File: config.mk
export PLATFORM = sky130hd
export DESIGN_NAME = data_memory_bytelane
export DESIGN_NICKNAME = d
export VERILOG_FILES = /design/src/rtl/data_memory_bytelane.sv
export SDC_FILE = /design/constraint.sdc
export NUM_CORES = 2
export LEC_CHECK = 0
export CORE_MARGIN = 2
export CORE_UTILIZATION = 35
export CTS_BUF_LIST = sky130_fd_sc_hd__clkbuf_8
export DETAILED_ROUTE_END_ITERATION = 7
export GPL_TIMING_DRIVEN = 0
export PLACE_DENSITY_LB_ADDON = 0.25
export SLEW_MARGIN = 10
export SYNTH_ARGS = -nofsm -noshare
export SYNTH_HDL_FRONTEND = slang
export SYNTH_SLANG_ARGS = --single-unit
File: constraint.sdc
create_clock -name clk -period 6.22 [get_ports clk]
set_input_delay 0.622 -clock clk [delete_from_list [all_inputs] [get_ports clk]]
set_output_delay 0.622 -clock clk [all_outputs]
set_load 0.005 [all_outputs]
File: src/rtl/data_memory_bytelane.sv
// data_memory_bytelane
//   Byte-addressed, word-organised data RAM for the MEM stage. Supports
//   byte/half/word stores with little-endian byte lanes, sign/zero-extended
//   loads with one cycle of latency, alignment/range rejection, and a
//   post-reset sequencer that clears (or preloads) every word before
//   requests are accepted.
//
// Ports
//   clk           rising-edge clock
//   reset         synchronous, active-high; restarts the clear sequence
//   address       byte address; word index = address >> 2
//   datain        store data, right-aligned
//   dataRead      load request
//   dataWrite     store request
//   size          00 byte, 01 half, 10 word, 11 illegal
//   load_unsigned 1 = zero-extend byte/half loads, 0 = sign-extend
//   dataout       registered load data, holds between loads
//   data_valid    one-cycle pulse when dataout was updated by a load
//   access_err    one-cycle pulse when a request was rejected
//   busy          clear sequence in progress; requests are ignored
//
// Handshake: there is no back-pressure. While busy is low, a request is a
// single-cycle assertion of dataRead or dataWrite sampled at the clk edge;
// exactly one of data_valid (accepted load), access_err (rejected request)
// or nothing (accepted store) pulses in the following cycle.
module data_memory_bytelane #(
    parameter int DEPTH   = 64,
    parameter int ADDR_W  = 32,
    parameter bit PRELOAD = 1'b1
) (
    input  logic              clk,
    input  logic              reset,
    input  logic [ADDR_W-1:0] address,
    input  logic [31:0]       datain,
    input  logic              dataRead,
    input  logic              dataWrite,
    input  logic [1:0]        size,
    input  logic              load_unsigned,
    output logic [31:0]       dataout,
    output logic              data_valid,
    output logic              access_err,
    output logic              busy
);

    localparam int PTR_W = $clog2(DEPTH);

    typedef enum logic {
        CLEAR = 1'b0,
        READY = 1'b1
    } state_t;

    state_t            state;
    state_t            next_state;
    logic [PTR_W-1:0]  clr_ptr;
    logic              clear_last;

    logic [31:0]       mem [DEPTH];

    logic [ADDR_W-1:0] word_idx;
    logic [PTR_W-1:0]  idx;
    logic              in_range;
    logic              req;
    logic              reject;
    logic              do_load;
    logic              do_store;

    logic              wr_en;
    logic [PTR_W-1:0]  wr_idx;
    logic [3:0]        wr_be;
    logic [31:0]       wr_data;

    logic [31:0]       rd_word;
    logic [7:0]        rd_byte;
    logic [15:0]       rd_half;
    logic [31:0]       load_data;

    // Value written to a word during the clear sequence.
    function automatic logic [31:0] clear_value(input logic [PTR_W-1:0] p);
        logic [31:0] v;
        v = 32'd0;
        if (PRELOAD) begin
            case (int'(p))
                0:       v = 32'd5;
                1:       v = 32'd3;
                2:       v = 32'd0;
                3:       v = 32'd1;
                4:       v = 32'd2;
                5:       v = 32'd4;
                default: v = 32'd0;
            endcase
        end
        return v;
    endfunction

    // ---------------- FSM ----------------
    always_ff @(posedge clk) begin
        if (reset) begin
            state   <= CLEAR;
            clr_ptr <= '0;
        end else begin
            state <= next_state;
            if (state == CLEAR && !clear_last) begin
                clr_ptr <= clr_ptr + 1'b1;
            end
        end
    end

    always_comb begin
        next_state = state;
        clear_last = (clr_ptr == PTR_W'(DEPTH - 1));
        busy       = (state == CLEAR);
        case (state)
            CLEAR:   if (clear_last) next_state = READY;
            READY:   next_state = READY;
            default: next_state = CLEAR;
        endcase
    end

    // ---------------- request decode ----------------
    assign word_idx = address >> 2;
    assign idx      = word_idx[PTR_W-1:0];
    assign in_range = (word_idx < ADDR_W'(DEPTH));

    always_comb begin
        req    = (state == READY) && (dataRead || dataWrite);
        reject = 1'b0;
        if (req) begin
            if (dataRead && dataWrite)                          reject = 1'b1;
            if (size == 2'b11)                                  reject = 1'b1;
            if (size == 2'b01 && address[0])                    reject = 1'b1;
            if (size == 2'b10 && address[1:0] != 2'b00)         reject = 1'b1;
            if (!in_range)                                      reject = 1'b1;
        end
        do_load  = req && !reject && dataRead;
        do_store = req && !reject && dataWrite;
    end

    // ---------------- write port (clear sequencer or store) ----------------
    always_comb begin
        wr_en   = 1'b0;
        wr_idx  = idx;
        wr_be   = 4'b0000;
        wr_data = 32'd0;
        if (state == CLEAR) begin
            wr_en   = 1'b1;
            wr_idx  = clr_ptr;
            wr_be   = 4'b1111;
            wr_data = clear_value(clr_ptr);
        end else if (do_store) begin
            wr_en = 1'b1;
            case (size)
                2'b00: begin
                    wr_be   = 4'b0001 << address[1:0];
                    wr_data = {4{datain[7:0]}};
                end
                2'b01: begin
                    wr_be   = address[1] ? 4'b1100 : 4'b0011;
                    wr_data = {2{datain[15:0]}};
                end
                default: begin
                    wr_be   = 4'b1111;
                    wr_data = datain;
                end
            endcase
        end
    end

    always_ff @(posedge clk) begin
        if (!reset && wr_en) begin
            for (int b = 0; b < 4; b++) begin
                if (wr_be[b]) begin
                    mem[wr_idx][8*b +: 8] <= wr_data[8*b +: 8];
                end
            end
        end
    end

    // ---------------- load path ----------------
    // The array is read before the edge, so a store at edge N is visible to
    // a load at edge N+1 without any bypass.
    always_comb begin
        rd_word = mem[idx];
        case (address[1:0])
            2'b00:   rd_byte = rd_word[7:0];
            2'b01:   rd_byte = rd_word[15:8];
            2'b10:   rd_byte = rd_word[23:16];
            default: rd_byte = rd_word[31:24];
        endcase
        rd_half = address[1] ? rd_word[31:16] : rd_word[15:0];
        case (size)
            2'b00:   load_data = load_unsigned ? {24'd0, rd_byte}
                                               : {{24{rd_byte[7]}}, rd_byte};
            2'b01:   load_data = load_unsigned ? {16'd0, rd_half}
                                               : {{16{rd_half[15]}}, rd_half};
            default: load_data = rd_word;
        endcase
    end

    always_ff @(posedge clk) begin
        if (reset) begin
            dataout    <= 32'd0;
            data_valid <= 1'b0;
            access_err <= 1'b0;
        end else begin
            data_valid <= do_load;
            access_err <= reject;
            if (do_load) begin
                dataout <= load_data;
            end
        end
    end

endmodule

======== Yosys cells after proc, flatten, opt, wreduce, memory -nomap -nowiden ========
Memory sizes are Yosys's and may differ from the RTL's.
Index checks and enable logic that the tools add are counted.
W data, S select, Z words.
storage, ports and cells
  output and inout bits ................... 35
  register bits ........................... 41
  word-level logic and storage cells ...... 73
  memories ................................ 1
  input port bits ......................... 71
  memory bits (writable) .................. 2048
cells by class
  order comparisons ....................... 1
  equal/unequal tests ..................... 10
  mux-type cells .......................... 36
  add/subtract/negate cells ............... 1
  bitwise operators ....................... 1
  shift operators ......................... 1
  reduce and logical (&&, ||, !) cells .... 17
memories
  name  depth  bits a word  read ports  clocked after Yosys merged registers in  wr ports  line  source
  mem   64     32           1           0                                        1         57    logic [31:0] mem [DEPTH];
operator list
  kind                   count
  $mux W32               4
  $pmux W32 S2           2
  $lt A30 B7 Y1 const B  1
  $pmux W8 S3            1
  $mux W1                21
  $mux W16               1
  $pmux W3 S5            1
  $eq A6 B3 Y1 const B   2
  $mux W4                3
  $logic_and A1 B1 Y1    9
  $pmux W4 S2            1
  $add A6 B1 Y6 const B  1
  $eq A2 B2 Y1 const B   3
  $eq A6 B1 Y1 const B   1
  $eq A6 B2 Y1 const B   1
  $eq A6 B6 Y1 const B   1
  $logic_not A6 Y1       1
  $mux W6                1
  $eq A2 B1 Y1 const B   2
  $logic_not A2 Y1       2
  $shl A1 B2 Y4 const A  1
  $logic_not A1 Y1       3
  $pmux W1 S2            1
  $reduce_bool A2 Y1     1
  2 further kinds        2

======== Logic depth before layout (Yosys ltp) ========
  depth in word-level cells ............... 15
  depth in mapped cells ................... 15
  depth with buffers taken out ............ 8

======== Least setup slack after synthesis ========
OpenSTA, ideal clock, no wires.
  path type ............................... register to register
  start point ............................. register state
  end point ............................... memory mem[0][0] (data pin)
  arrival ................................. 3.571 ns
  setup slack ............................. 1.930 ns
  required time ........................... 5.501 ns
  cell stages (with the launch flop) ...... 6
  library setup time ...................... 0.719 ns
  cell sequence ........................... dfxtp_1 > clkbuf_1 > clkbuf_1 > nor2_1 > nand2_1 > o31ai_1
on the way
  longest elaborated chain between the ends .. 7
ends and longest elaborated chain
  element                            line  source
  start: declaration                 52    state_t state;
  start signal: assignment           101   state <= next_state;
  $logic_and A1 B1 Y1                125   req = (state == READY) && (dataRead || dataWrite);
  $mux W1                            127   if (req) begin
  $logic_not A1 Y1                   135   do_store = req && !reject && dataWrite;
  $logic_and A1 B1 Y1 (2 in series)  135
  $mux W32                           149   end else if (do_store) begin
  $mux W32 *                         144   if (state == CLEAR) begin
  via wr_data[0]                     70    logic [31:0] wr_data;
  end: declaration                   57
The timed path passes the listed nets; every way through them passes the cells marked *.

======== Final worst setup path ========
  start point ............................. input port address[7]
  end point ............................... register dataout[3]
on the way
  longest elaborated chain between the ends .. 6
  elaborated cells between the ends (all ways) .. 12
ends and longest elaborated chain
  element                            line  source
  start: declaration                 33    input logic [ADDR_W-1:0] address,
  $lt A30 B7 Y1                      122   assign in_range = (word_idx < ADDR_W'(DEPTH));
  $mux W1                            132   if (!in_range) reject = 1'b1;
  $mux W1                            127
  $logic_not A1 Y1                   134   do_load = req && !reject && dataRead;
  $logic_and A1 B1 Y1 (2 in series)  134
  end signal: assignment             208   dataout <= load_data;
  end: declaration                   39    output logic [31:0] dataout,
Several ways; a longest one is shown, not always the timed one.
A chain may end at the register's enable or synchronous reset.

==> results.toml <==
[logic_synthesis]
netlist_instances = 4254
yosysTopAreaCell = "edfxtp_1"
synthFlopType = "edfxtp_1"
synth_seq_cells = 2089
async_flop_share = 0
syn_nets = 4328
netlist_area_mm2 = 0.08224
yosys_warnings = 0
syn_avg_cell_area_um2 = 19.33
netlist_top_cells_area = "edfxtp_1, mux4_2, mux2i_1"
synth_cell_types = 69
ys_seq_area_frac = 0.7578
synth_edf_count = 2048
synth_top_area_frac = 0.7478

[floorplan]
die_x_um = 488.7
dieArea_mm2 = 0.2389
io_pins = 106
fp-row-count = 177
die_h_um = 488.7
coreArea_mm2 = 0.2332
start_util = 0.3527

[pwr]
power_mw = 28.26
peakVddDrop_mv = 0.2455
p_leak_nw = 32.45
power_density_mw_per_mm2 = 298.4

[timing]
slew_violations = 0
hold_viol = 0
rsz0062_at_grt = "no"
setup_viol = 0
period_share = 0.9588
worst_hold_slack_ps = 254.7
setup_slack_ps = 256.5
worst_slew_pin_slew_ps = 1484
slew_headroom = 0.001465
fin_skew_ps = 96.03
max_clock_freq_mhz = 167.7
layout_min_cycle_time_ps = 5963

[min_path]
min_path_type = "primary input to register"
holdPathEnd = "access_err"
hold_start = "dataWrite"
hold_path_depth = 3

[place]
pre_cts_ws_ps = -1276
dp_cells = 7531
gp_congestion = 1.081
port_buffers = 101
dp_hpwl_mm = 232.4

[layout]
syn_to_final_growth_pct = 15.16
fin_nets = 4839
drive_gt1_frac = 0.2239
fin_cells = 8166

[worst_setup_path]
r2r_slack_ps = 1720
r2r-end = "mem[62][19]"
cp.arrival_ps = 6940
reg2reg_from = "state"
reg2reg_depth = 7
startpoint_type = "primary input"
worstSetupPathType = "primary input to register"
end_kind = "register"
required_ps = 7200
critical_path.max_fanout = 10

[clock_network]
clockBufferDepth = 4
cts_root_buf = "clkbuf_8"
cts.sinks = 2089
numCtsBuffers = 363
path_clk_slew_ps = 60
worstSkewPairLatency_ps = 1140
holdBufCountCts = 0
tritoncts = "yes"
htree_levels = 5

[global_routing]
grt_pass1_vias = 46370
grt_pass1_wl_mm = 429.3
grt_use_total = 0.2739
overflow = 0
antenna_found_initial = 18
grt_max_degree = 57

[drt]
drtAntennaViolNets = 0
vias = 48540
drtIter0Drc = 8005
drc = 0
wire_per_inst_um = 40.49
drt-total-wl_mm = 330.6
via_per_inst = 5.944
first_pass_iters = 5

[run]
cap_violations = 2

[run_status]
run_status = "finished with violations"
violations = "max-capacitance violations"
area by class of cell:
| cell class | count | area, um^2 |
|---|---|---|
| antenna | 9 | 22.52 |
| timing repair buffer | 147 | 1904 |
| clock buffer | 375 | 5161 |
| inverter | 10 | 37.54 |
| buffer | 250 | 1464 |
| clock inverter | 250 | 1065 |
| sequential | 2089 | 62320 |
| fill | 20870 | 138500 |
| tap | 3132 | 3919 |
| multi-input combinational | 1904 | 18820 |
critical path: stages:
cell and delay, ps:
clkdlybuf4s50_1 710, nand2_1 450, clkbuf_1 910, nor2_1 410, clkbuf_1 650, a22oi_1 640, a41oi_1 630, a31oi_1 920
nor2_1 130, nor4_1 650, a211oi_1 170
metrics by stage:
step / TNS, ps / cell area [um^2] / util
CTS: -1804 / 94630 / 0.4058
floorplan: 0 / 82240 / -
global placement: -3223730 / 87170 / 0.3738
finish: 0 / 94710 / 0.4061
global route: 0 / 94700 / 0.4061
detailed placement: -1250750 / 88330 / 0.3788
per-layer routing:
metal | up-vias | wire (um) | global-route usage
li1 | 18470 | - | -
met1 | 25870 | 125600 | 0.3612
met2 | 3401 | 145800 | 0.4085
met3 | 791 | 34490 | 0.06601
met4 | 4 | 24660 | 0.1710
met5 | - | 26 | 0
layout by cell type, fill, tap and decap left out, types with 18 or more instances in the layout:
master           instances
buf_2                   38
nor3_1                  19
clkbuf_8               375
dfxtp_1                 41
nor2_2                  48
nand4_1                 22
inv_1                  141
o21ai_0                 19
buf_4                   77
and2_1                  21
clkdlybuf4s50_1        101
edfxtp_1              2048
clkinv_2                31
o22ai_1                 21
clkbuf_1                92
nor2_1                 327
nand3_1                 69
a22oi_1                175
clkinv_1                79
mux4_2                 415
buf_12                  30
nand2_1                180
a31oi_1                 24
nor4_1                  18
a21oi_1                106
buf_6                   23
mux2i_1                253
cells by family after synthesis:
family	synth area share
buffers and inverters	0.01818
DFF	0.7578
xor gates and xnor gates	0.0004261
AOI/OAI and AO/OA	0.03774
muxes	0.1457
and+or+nand+nor	0.03977
adders and majority gates	0.0004565
worst max path at each step:
stage,end,startpoint,slack (ps),cells past startpoint
CTS,mem[60][9],address[6],-110,9
global route,mem[29][1],address[6],380,8
global placement,mem[44][14],address[0],-1870,7
finish,dataout[3],address[7],260,11
detailed placement,mem[61][1],address[6],-1280,9
floorplan,mem[0][0],state,1930,5
flip-flops by register name, indices dropped and copies added (netlist names):
signal	flops
data_valid	1
dataout	32
mem	2048
state	1
clr_ptr	6
access_err	1
where the power goes:
| part | total (mW) | switching (mW) | internal [mW] |
|---|---|---|---|
| sequential | 15.3 | 0.0111 | 15.3 |
| combinational | 1.63 | 1.22 | 0.407 |
| clock | 11.3 | 5.66 | 5.63 |
| total | 28.3 | 6.89 | 21.4 |
synthesized netlist by cell type (12+ instances only):
| cell type | n |
|---|---|
| buf_1 | 18 |
| a21oi_1 | 116 |
| a22oi_1 | 175 |
| buf_2 | 36 |
| nand4_1 | 22 |
| clkbuf_1 | 98 |
| nor2_1 | 389 |
| a211oi_1 | 16 |
| mux2i_1 | 253 |
| a31oi_1 | 24 |
| mux4_2 | 415 |
| dfxtp_1 | 41 |
| nor3_1 | 19 |
| and2_1 | 26 |
| o22ai_1 | 21 |
| a221oi_1 | 13 |
| buf_4 | 74 |
| buf_6 | 21 |
| nor4_1 | 20 |
| edfxtp_1 | 2048 |
| nor2b_1 | 12 |
| nand2_1 | 180 |
| nand3_1 | 69 |
| o21ai_0 | 24 |
what timing repair did:
action,in CTS,in global routing
setup endpoints to repair,196,482
resized for setup,29,4
buffers inserted,0,0
Note: power is estimated with default switching activity, not from simulation.
